<file path="src/rtl/hazard_pkg.sv">
`default_nettype none
// ============================================================================
// Module  : hazard_pkg
// Purpose : Shared encodings for the multi-cycle hazard controller:
//           forward-select codes, result-source codes and FSM state codes.
// Ports   : none (package)
// Revision: 1.0 - initial release
// ============================================================================
package hazard_pkg;

  // Operand forward-select encodings driven onto ForwardAE/ForwardBE
  localparam logic [1:0] FWD_RF    = 2'b00;  // register file value
  localparam logic [1:0] FWD_W     = 2'b01;  // ResultW
  localparam logic [1:0] FWD_M_ALU = 2'b10;  // ALUResultM
  localparam logic [1:0] FWD_M_IMM = 2'b11;  // ImmM (LUI in M)

  // Result-source encodings carried down the pipe
  localparam logic [1:0] RES_LOAD  = 2'b01;
  localparam logic [1:0] RES_IMM   = 2'b11;

  // Hazard FSM state encoding
  typedef logic [1:0] state_t;
  localparam state_t ST_IDLE      = 2'd0;
  localparam state_t ST_LOAD_WAIT = 2'd1;
  localparam state_t ST_MDU_BUSY  = 2'd2;

endpackage : hazard_pkg
`default_nettype wire

</file>
<file path="src/rtl/fwd_sel.sv">
`default_nettype none
// ============================================================================
// Module  : fwd_sel
// Purpose : Priority compare producing the 2-bit forward select for one
//           execute-stage source operand.
// Ports   : rs_i            - source register address in E
//           rd_m_i/rd_w_i   - destination addresses in M / W
//           reg_write_m_i/w - writeback enables of M / W
//           result_src_m_i  - result select of the M instruction
//           fwd_o           - forward select (FWD_* encoding)
// Revision: 1.0 - initial release
// ============================================================================
module fwd_sel
  import hazard_pkg::*;
#(
  parameter int REG_AW  = 5,
  parameter bit FWD_IMM = 1'b1
) (
  input  logic [REG_AW-1:0] rs_i,
  input  logic [REG_AW-1:0] rd_m_i,
  input  logic [REG_AW-1:0] rd_w_i,
  input  logic              reg_write_m_i,
  input  logic              reg_write_w_i,
  input  logic [1:0]        result_src_m_i,
  output logic [1:0]        fwd_o
);

  logic rs_nz;
  logic hit_m;
  logic hit_w;

  // x0 is hard-wired to zero, so neither M nor W may ever forward into it
  assign rs_nz = (rs_i != '0);
  assign hit_m = rs_nz && reg_write_m_i && (rs_i == rd_m_i);
  assign hit_w = rs_nz && reg_write_w_i && (rs_i == rd_w_i);

  always_comb begin
    fwd_o = FWD_RF;
    if (hit_m) begin
      // A LUI result in M has no ALU result yet worth taking; use ImmM
      if (FWD_IMM && (result_src_m_i == RES_IMM)) fwd_o = FWD_M_IMM;
      else                                          fwd_o = FWD_M_ALU;
    end else if (hit_w) begin
      fwd_o = FWD_W;
    end
  end

endmodule : fwd_sel
`default_nettype wire

</file>
<file path="src/rtl/hazard_ctrl_mc.sv">
`default_nettype none
// ============================================================================
// Module  : hazard_ctrl_mc
// Purpose : Hazard controller for the 5-stage RV32I pipeline with a
//           multi-cycle MDU occupancy FSM, configurable load-use bubbles,
//           operand forwarding and saturating stall/flush counters.
// Ports   : clk, rst                      - clock, sync active-high reset
//           RegWriteM/W, ResultSrcE/M/W   - pipeline control inputs
//           PCSrcE, MduStartE             - branch taken / MDU op in E
//           Rs1D,Rs2D,Rs1E,Rs2E,RdE,RdM,RdW - register addresses
//           StallF/D/E, FlushD/E/M        - pipeline register controls
//           ForwardAE/BE                  - operand forward selects
//           MduBusy                       - FSM in MDU_BUSY
//           StallCycles, FlushEvents      - saturating perf counters
// Revision: 1.0 - initial release
// ============================================================================
module hazard_ctrl_mc
  import hazard_pkg::*;
#(
  parameter int REG_AW       = 5,
  parameter int MDU_LAT      = 4,
  parameter int LOAD_BUBBLES = 1,
  parameter bit FWD_IMM      = 1'b1,
  parameter int CNT_W        = 16
) (
  input  logic              clk,
  input  logic              rst,
  input  logic              RegWriteM,
  input  logic              RegWriteW,
  input  logic [1:0]        ResultSrcE,
  input  logic [1:0]        ResultSrcM,
  input  logic [1:0]        ResultSrcW,
  input  logic              PCSrcE,
  input  logic              MduStartE,
  input  logic [REG_AW-1:0] Rs1D,
  input  logic [REG_AW-1:0] Rs2D,
  input  logic [REG_AW-1:0] Rs1E,
  input  logic [REG_AW-1:0] Rs2E,
  input  logic [REG_AW-1:0] RdE,
  input  logic [REG_AW-1:0] RdM,
  input  logic [REG_AW-1:0] RdW,
  output logic              StallF,
  output logic              StallD,
  output logic              StallE,
  output logic              FlushD,
  output logic              FlushE,
  output logic              FlushM,
  output logic [1:0]        ForwardAE,
  output logic [1:0]        ForwardBE,
  output logic              MduBusy,
  output logic [CNT_W-1:0]  StallCycles,
  output logic [CNT_W-1:0]  FlushEvents
);

  localparam int LW_W  = $clog2(LOAD_BUBBLES + 1);
  localparam int MDU_W = $clog2(MDU_LAT + 1);

  localparam logic [LW_W-1:0]  LW_LOAD    = LW_W'(LOAD_BUBBLES - 1);
  localparam logic [MDU_W-1:0] MDU_LOAD   = MDU_W'((MDU_LAT >= 2) ? (MDU_LAT - 2) : 0);
  localparam bit               MDU_MULTI  = (MDU_LAT >= 2);
  localparam bit               LW_MULTI   = (LOAD_BUBBLES > 1);

  state_t            state_q, state_d, state_cur;
  logic [LW_W-1:0]   lw_cnt_q, lw_cnt_d;
  logic [MDU_W-1:0]  mdu_cnt_q, mdu_cnt_d;
  logic [CNT_W-1:0]  stall_cnt_q;
  logic [CNT_W-1:0]  flush_cnt_q;

  logic lw_hit;
  logic stall_fd;
  logic stall_e;
  logic flush_m;
  logic lw_flush;
  logic busy;
  logic br_flush;

  // ResultW is never forwarded by type, so ResultSrcW carries no hazard info
  logic unused_ok;
  assign unused_ok = ^ResultSrcW;

  // --------------------------------------------------------------------------
  // Forwarding: one priority comparator per execute operand
  // --------------------------------------------------------------------------
  fwd_sel #(.REG_AW(REG_AW), .FWD_IMM(FWD_IMM)) u_fwd_a (
    .rs_i           (Rs1E),
    .rd_m_i         (RdM),
    .rd_w_i         (RdW),
    .reg_write_m_i  (RegWriteM),
    .reg_write_w_i  (RegWriteW),
    .result_src_m_i (ResultSrcM),
    .fwd_o          (ForwardAE)
  );

  fwd_sel #(.REG_AW(REG_AW), .FWD_IMM(FWD_IMM)) u_fwd_b (
    .rs_i           (Rs2E),
    .rd_m_i         (RdM),
    .rd_w_i         (RdW),
    .reg_write_m_i  (RegWriteM),
    .reg_write_w_i  (RegWriteW),
    .result_src_m_i (ResultSrcM),
    .fwd_o          (ForwardBE)
  );

  // --------------------------------------------------------------------------
  // Hazard FSM (next-state and control decode)
  // --------------------------------------------------------------------------
  assign lw_hit = (ResultSrcE == RES_LOAD) && (RdE != '0) &&
                  ((RdE == Rs1D) || (RdE == Rs2D));

  // Reset forces the decode to IDLE so an aborted MDU/load sequence leaves
  // no residual stall even in the reset cycle itself.
  assign state_cur = rst ? ST_IDLE : state_q;

  always_comb begin
    state_d   = state_cur;
    lw_cnt_d  = lw_cnt_q;
    mdu_cnt_d = mdu_cnt_q;
    stall_fd  = 1'b0;
    stall_e   = 1'b0;
    flush_m   = 1'b0;
    lw_flush  = 1'b0;
    case (state_cur)
      ST_IDLE: begin
        // An MDU op in E means E cannot hold a load, so MDU takes precedence
        if (MduStartE) begin
          if (MDU_MULTI) begin
            stall_fd  = 1'b1;
            stall_e   = 1'b1;
            flush_m   = 1'b1;
            mdu_cnt_d = MDU_LOAD;
            state_d   = ST_MDU_BUSY;
          end
        end else if (lw_hit) begin
          stall_fd = 1'b1;
          lw_flush = 1'b1;
          if (LW_MULTI) begin
            lw_cnt_d = LW_LOAD;
            state_d  = ST_LOAD_WAIT;
          end
        end
      end
      ST_LOAD_WAIT: begin
        stall_fd = 1'b1;
        lw_flush = 1'b1;
        lw_cnt_d = lw_cnt_q - LW_W'(1);
        if (lw_cnt_q <= LW_W'(1)) state_d = ST_IDLE;
      end
      ST_MDU_BUSY: begin
        // Count of zero marks the final occupancy cycle: the op advances
        if (mdu_cnt_q != '0) begin
          stall_fd  = 1'b1;
          stall_e   = 1'b1;
          flush_m   = 1'b1;
          mdu_cnt_d = mdu_cnt_q - MDU_W'(1);
        end else begin
          state_d = ST_IDLE;
        end
      end
      default: state_d = ST_IDLE;
    endcase
  end

  assign busy     = (state_cur == ST_MDU_BUSY);
  // E holds the MDU op while busy, so a branch indication there is stale
  assign br_flush = PCSrcE && !busy;

  assign StallF  = stall_fd;
  assign StallD  = stall_fd;
  assign StallE  = stall_e;
  assign FlushD  = br_flush;
  assign FlushE  = br_flush || lw_flush;
  assign FlushM  = flush_m;
  assign MduBusy = busy;

  // --------------------------------------------------------------------------
  // State and saturating performance counters
  // --------------------------------------------------------------------------
  always_ff @(posedge clk) begin
    if (rst) begin
      state_q     <= ST_IDLE;
      lw_cnt_q    <= '0;
      mdu_cnt_q   <= '0;
      stall_cnt_q <= '0;
      flush_cnt_q <= '0;
    end else begin
      state_q   <= state_d;
      lw_cnt_q  <= lw_cnt_d;
      mdu_cnt_q <= mdu_cnt_d;
      if (stall_fd && (stall_cnt_q != '1)) stall_cnt_q <= stall_cnt_q + CNT_W'(1);
      if (br_flush && (flush_cnt_q != '1)) flush_cnt_q <= flush_cnt_q + CNT_W'(1);
    end
  end

  assign StallCycles = stall_cnt_q;
  assign FlushEvents = flush_cnt_q;

endmodule : hazard_ctrl_mc
`default_nettype wire

</file>
<file path="config.mk">
export PLATFORM = sky130hd
export DESIGN_NAME = hazard_ctrl_mc
export DESIGN_NICKNAME = d
export VERILOG_FILES = /design/src/rtl/hazard_pkg.sv /design/src/rtl/fwd_sel.sv /design/src/rtl/hazard_ctrl_mc.sv
export SDC_FILE = /design/constraint.sdc
export NUM_CORES = 1
export LEC_CHECK = 0
export BUFFER_PORTS_ARGS = -buffer_cell sky130_fd_sc_hd__buf_2
export CAP_MARGIN = 20
export CORE_MARGIN = 10
export CORE_UTILIZATION = 45
export DETAILED_ROUTE_END_ITERATION = 10
export GPL_TIMING_DRIVEN = 0
export PLACE_DENSITY_LB_ADDON = 0.15
export SYNTH_ARGS = -nofsm -noshare
export SYNTH_HDL_FRONTEND = slang
export SYNTH_SLANG_ARGS = --single-unit
</file>
<file path="constraint.sdc">
create_clock -name clk -period 2.5 [get_ports clk]
set_input_delay 0.25 -clock clk [delete_from_list [all_inputs] [get_ports clk]]
set_output_delay 0.25 -clock clk [all_outputs]
set_load 0.03 [all_outputs]
</file>
==> results of run 1 <==
-- stage by stage --
| stage | cells | util [%] | power [mW] | cell area (µm²) |
|---|---|---|---|---|
| after detailed placement | 434 | 57.9 | 0.869 | 2790 |
| after global placement | 434 | 57.9 | 0.865 | 2790 |
| after floorplan | 280 | - | 0.774 | 2270 |
| final | 443 | 60.5 | 1.39 | 2920 |
| after global routing | 443 | 60.5 | 1.47 | 2920 |
| after CTS | 442 | 60.4 | 1.41 | 2910 |
-- how the worst max path moves through the flow --
stage               cells after the start                  start  slack, ns                          end
CTS                                     4  state_q[1]$_SDFF_PP0_       0.13                       StallE
floorplan                               5  state_q[1]$_SDFF_PP0_       0.14    mdu_cnt_q[2]$_SDFFE_PP0P_
finish                                  4  state_q[1]$_SDFF_PP0_       0.18                       StallE
detailed placement                      8                 RdE[2]       0.23  StallCycles[5]$_SDFFE_PP0P_
global route                            4  state_q[1]$_SDFF_PP0_      0.006                       StallE
global placement                        8                 RdE[2]       0.23  StallCycles[5]$_SDFFE_PP0P_
-- report_power, final --
part           internal (mW)  switching, mW
registers              0.602         0.0130
clock network          0.324          0.211
logic                  0.101          0.141
total                   1.03          0.365
-- kinds of logic after synthesis --
group	synth area share, %
other	0.165
xor gates and xnor gates	17.8
adders and majority gates	2.21
DFF	32.7
muxes	3.42
buffers and inverters	4.74
and+or+nand+nor	28.4
AOI/OAI and AO/OA	10.7
-- flip-flops by register name, summed over array words and instances (netlist names) --
signal	flops
FlushEvents	16
StallCycles	16
mdu_cnt_q	3
state_q	2
-- placed cells by master, fill, tap and decap left out, types with 5 or more instances in the layout --
cell type / instances
buf_2: 89
dfxtp_1: 37
nor2_1: 37
xor2_1: 29
nand2_1: 20
nand3_1: 18
xnor2_1: 17
inv_1: 11
nand4_1: 11
a21oi_1: 10
or4_1: 9
o21ai_0: 8
nor2b_1: 7
nor4_1: 6
mux2_2: 6
clkbuf_8: 6
nor3_1: 5
and3_1: 5
buf_4: 5
-- area by class of cell --
cell class | instances | area [µm²]
Fill cell | 475 | 1900
Multi-Input combinational cell | 221 | 1420
Sequential cell | 37 | 741
Timing Repair Buffer | 88 | 443
Tap cell | 67 | 83.8
Clock buffer | 6 | 82.6
Buffer | 11 | 66.3
Inverter | 11 | 41.3
Clock inverter | 2 | 37.5
-- worst max-delay path: cells and delay by family (launching register included) --
kind	cells	cell delay, ns
DFF	1	0.39
AOI/OAI and AO/OA	1	0.52
and+or+nand+nor	1	0.49
buffers and inverters	2	0.38
-- metal layers --
| metal | part of all wire, % | wire [µm] | GRT usage, % |
|---|---|---|---|
| met4 | 0.69 | 43 | 3.13 |
| met3 | 6.6 | 410 | 5.10 |
| met5 | 0 | 0 | 0 |
| met2 | 47 | 2890 | 23.4 |
| met1 | 46 | 2860 | 18.3 |
-- timing repair --
action	in CTS	in global routing
buffers inserted	0	1
resized for setup	0	0
endpoints found under the hold margin	0	0
setup endpoints to repair	0	1
==> impl_metrics.csv, run 1 <==
group,metric,value,unit
drt,viasPerCell,5.12,
pwr,peakVddDrop,0.341,mV
cts,ctsHoldBuffers,0,
floorplanning,die_area,8280,µm²
floorplanning,core-area,4820,µm²
sta,layout_setup_ws,0.178,ns
drt,routedWlPerCell,14.0,µm
placement,numPortBuffers,87,
sta,hold_violations,0,
setup_path,arrival,2.07,ns
setup_path,r2r_start,"mdu_cnt_q[0]$_SDFFE_PP0P_",
yosys,yosysTopAreaCell,"dfxtp_1",
yosys,yosys-top-cells-area,"dfxtp_1, xor2_1, xnor2_1, nor2_1, nand3_1",
setup_path,start_kind,"flip-flop",
sta,tns,0,ns
sta,worst_hold_slack,0.372,ns
min_path,min_path_type,"input port to flip-flop",
cts,cts_sinks,37,
sta,fmaxAchievable,431,MHz
yosys,yosys_warnings,0,
setup_path,r2r_end,"StallCycles[5]$_SDFFE_PP0P_",
placement,dpl_worst_slack,0.226,ns
sta,relSlewSlack,37.3,%
drt,vias,2266,
setup_path,critPathSlowestCell,"o21ai_0",
cts,cts_buffers,5,
global_route,grt_pass1_wl,10600,µm
setup_path,cp_slowest_stage_delay,0.52,ns
global_route,antenna_found_initial,0,
placement,place_congestion,0.862,
finish,antenna_cells,0,
setup_path,cp_cell_sequence,"or3b_2 -> o21ai_0 -> buf_4 -> buf_2",
setup_path,rrSetupSlack,0.32,ns
setup_path,critical_path_peak_fanout,6,
min_path,worstHoldStart,"MduStartE",
yosys,yosys.area.top_type_share,32.7,%
pwr,leakage,1.27,nW
setup_path,crit_path_end_kind,"output pin",
job,drv_cap,0,
drt,drt-pass1-iter-count,4,
sta,rsz0062_at_grt,"false",
global_route,grt_pass1_vias,2254,
min_path,hold_depth,4,
yosys,netlist_area,2270,µm²
yosys,syn_inst,280,
floorplanning,die_y,91,µm
drt,ant_nets,0,
global_route,overflow,0,
cts,cts_htree_levels,2,
cts,cts_max_path_buffers,2,
global_route,grt_start_max_net_pins,13,
cts,path_clk_slew,0.07,ns
status,status,"finished, final reports clean",
sta,fin_worst_skew,0.00511,ns
sta,tightest_slew,0.917,ns
yosys,syn_area_per_cell,8.10,µm²
yosys,ys_ff_latch,37,
drt,drtIter0Drc,132,
floorplanning,die_w,91,µm
sta,final.min_clock_period,2.32,ns
finish,syn_to_final_growth,28.5,%
setup_path,required,2.25,ns
yosys,netlist_top_cells_count,"dfxtp_1, nor2_1, xor2_1, nand2_1, nand3_1",
min_path,min_to,"mdu_cnt_q[0]$_SDFFE_PP0P_",
cts,cts_tree,"done",
setup_path,crit_type,"flip-flop to output pin",
yosys,synth_nets,331,
floorplanning,rows,25,
drt,wl,6200,µm
sta,fin_crit_sh,92.9,%
placement,place_hpwl,5030,µm
yosys,synth-main-ff-cell,"dfxtp_1",
sta,setup_viol,0,
yosys,yosysSeqAreaShare,32.7,%
yosys,synthDistinctLibCells,42,
yosys,synth_edf_count,0,
finish,drive_above_1_share,29.3,%
global_route,track_usage,14.5,%
pwr,p_per_area,478,nW/µm²
drt,drc,0,
setup_path,worst-r2r-cell-count,10,
cts,clock_latency,0.29,ns
finish,nNetsFinal,426,
sta,slew_viol_final,0,
yosys,async_flop_share,0,%
cts,clockRootBuffer,"clkbuf_8",
floorplanning,initial_core_util,47.1,%
floorplanning,io_pins,90,
Note: power is estimated with default switching activity, not from simulation.
==> run 2: changes to the inputs <==
==> constraint.sdc (replaced) <==
create_clock -name clk -period 2.5 [get_ports clk]
set_input_delay 0.25 -clock clk [delete_from_list [all_inputs] [get_ports clk]]
set_output_delay 0.25 -clock clk [all_outputs]
set_load 0.1 [all_outputs]
==> impl_metrics.csv, run 2 (synthesized netlist as in run 1, its figures left out) <==
group,metric,value,unit
pwr,p_clk_share,36.5,%
drt,ant_nets,0,
drt,drc,0,
sta,relSlewSlack,38.6,%
finish,final_common_cell,"buf_2",
floorplanning,die_area,8280,µm²
floorplanning,die_w,91,µm
cts,cts_buffers,5,
floorplanning,core-area,4820,µm²
global_route,overflow,0,
min_path,worstHoldStart,"MduStartE",
pwr,seq_power_share,40.8,%
placement,place_congestion,0.834,
setup_path,r2r_start,"mdu_cnt_q[0]$_SDFFE_PP0P_",
finish,drive_above_1_share,31.3,%
job,drv_cap,0,
floorplanning,rows,25,
pwr,leakage,1.28,nW
finish,final_area,2940,µm²
cts,path_clk_slew,0.08,ns
sta,fin_crit_sh,92.0,%
pwr,power_switching,0.476,mW
finish,antenna_cells,0,
setup_path,crit_type,"flip-flop to output pin",
cts,ctsHoldBuffers,0,
pwr,p_per_area,512,nW/µm²
drt,drtIter0Drc,73,
placement,place_hpwl,5070,µm
pwr,internal_power,1.03,mW
setup_path,crit_path_start,"mdu_cnt_q[0]$_SDFFE_PP0P_",
cts,cts_tree,"done",
finish,layout_common_cells,"buf_2, nor2_1, dfxtp_1",
min_path,min_path_type,"input port to flip-flop",
drt,drt-pass1-iter-count,4,
cts,cts_sinks,37,
finish,syn_to_final_growth,29.7,%
floorplanning,initial_core_util,47.1,%
setup_path,arrival,2.05,ns
pwr,combPwrFrac,22.6,%
pwr,peakVddDrop,0.463,mV
placement,numPortBuffers,87,
setup_path,critical_path_peak_fanout,8,
drt,vias,2332,
setup_path,critPathMostFrequentCell,"buf_4",
sta,slew_viol_final,0,
drt,viasPerCell,5.25,
setup_path,required,2.25,ns
placement,dpl_cell_area,2800,µm²
cts,cts_max_path_buffers,2,
global_route,grt_pass1_wl,10900,µm
setup_path,start_kind,"flip-flop",
global_route,track_usage,15.3,%
drt,wl,6390,µm
sta,setup_viol,0,
sta,hold_violations,0,
sta,final.min_clock_period,2.30,ns
floorplanning,io_pins,90,
cts,cts_htree_levels,2,
cts,clock_latency,0.30,ns
pwr,switching_share,31.6,%
setup_path,critPathSlowestCell,"dfxtp_1",
floorplanning,die_y,91,µm
setup_path,crit_path_end_kind,"output pin",
status,status,"finished, final reports clean",
setup_path,cp_slowest_stage_delay,0.31,ns
global_route,grt_start_max_net_pins,13,
setup_path,cp_cell_sequence,"inv_1 -> ha_1 -> nor2b_1 -> nor2_1 -> o22ai_1 -> o31a_1 -> inv_2 -> buf_4 -> buf_4",
sta,tightest_slew,0.898,ns
global_route,antenna_found_initial,0,
sta,tns,0,ns
sta,rsz0062_at_grt,"false",
sta,fmaxAchievable,435,MHz
finish,nNetsFinal,427,
cts,clockRootBuffer,"clkbuf_8",
drt,routedWlPerCell,14.4,µm
sta,fin_worst_skew,0.00328,ns
global_route,grt_pass1_vias,2303,
## run 2: cell types whose count changed in the layout (fill, tap and decap cells not counted), sizes merged
cell / previous run / this run
clkbuf: 10 / 11
## run 2: power groups by stage
| stage | combinational, mW | clock, mW | sequential, mW |
|---|---|---|---|
| 2_1_floorplan | 0.186 | 0 | 0.682 |
| 3_3_place_gp | 0.331 | 0 | 0.628 |
| 3_5_place_dp | 0.335 | 0 | 0.629 |
| 4_1_cts | 0.338 | 0.566 | 0.615 |
| 5_1_grt | 0.368 | 0.589 | 0.618 |
| 6_report | 0.341 | 0.551 | 0.616 |
## run 2: layer usage
layer	routed length (µm)	track usage, %	vias up
li1	-	-	1183
met1	2930	18.3	1082
met2	2970	25.1	59
met3	413	5.10	8
met4	73	5.09	0
met5	0	0	-
## run 2: final timing paths
kind | endpoint | slack [ns] | depth (start not counted)
worst max register to register | StallCycles[5]$_SDFFE_PP0P_ | 0.29 | 10
worst min register to register | mdu_cnt_q[0]$_SDFFE_PP0P_ | 0.48 | 2
worst max-delay path | StallF | 0.20 | 9
worst min-delay path | mdu_cnt_q[0]$_SDFFE_PP0P_ | 0.34 | 4
## run 2: repair_timing
item                       in CTS  in global routing
pin swaps                       0                  0
setup endpoints to repair       1                  2
resized for setup               1                  2
buffers inserted                0                  2
## run 2: metrics by stage
step	util [%]	hold WS [ns]	setup WS (ns)	instances	power, mW
floorplan	-	0.441	0.00429	280	0.868
global placement	58.2	0.461	0.174	434	0.959
detailed placement	58.2	0.468	0.144	434	0.965
CTS	60.7	0.328	0.0193	442	1.52
global route	61.1	0.425	0.0701	444	1.57
finish	61.1	0.344	0.199	444	1.51
## run 2: layout make-up
| cell class | instances | area, µm² |
|---|---|---|
| Sequential cell | 37 | 744 |
| Inverter | 11 | 41.3 |
| Clock buffer | 6 | 82.6 |
| Tap cell | 67 | 83.8 |
| Clock inverter | 2 | 37.5 |
| Buffer | 11 | 66.3 |
| Fill cell | 487 | 1870 |
| Multi-Input combinational cell | 221 | 1430 |
| Timing Repair Buffer | 89 | 455 |
## run 2: worst max-delay path, delay by kind of cell (launching register included)
family,cells,cell delay [ns]
and+or+nand+nor,2,0.32
buffers and inverters,4,0.59
DFF,1,0.31
AOI/OAI and AO/OA,2,0.39
adders and majority gates,1,0.14
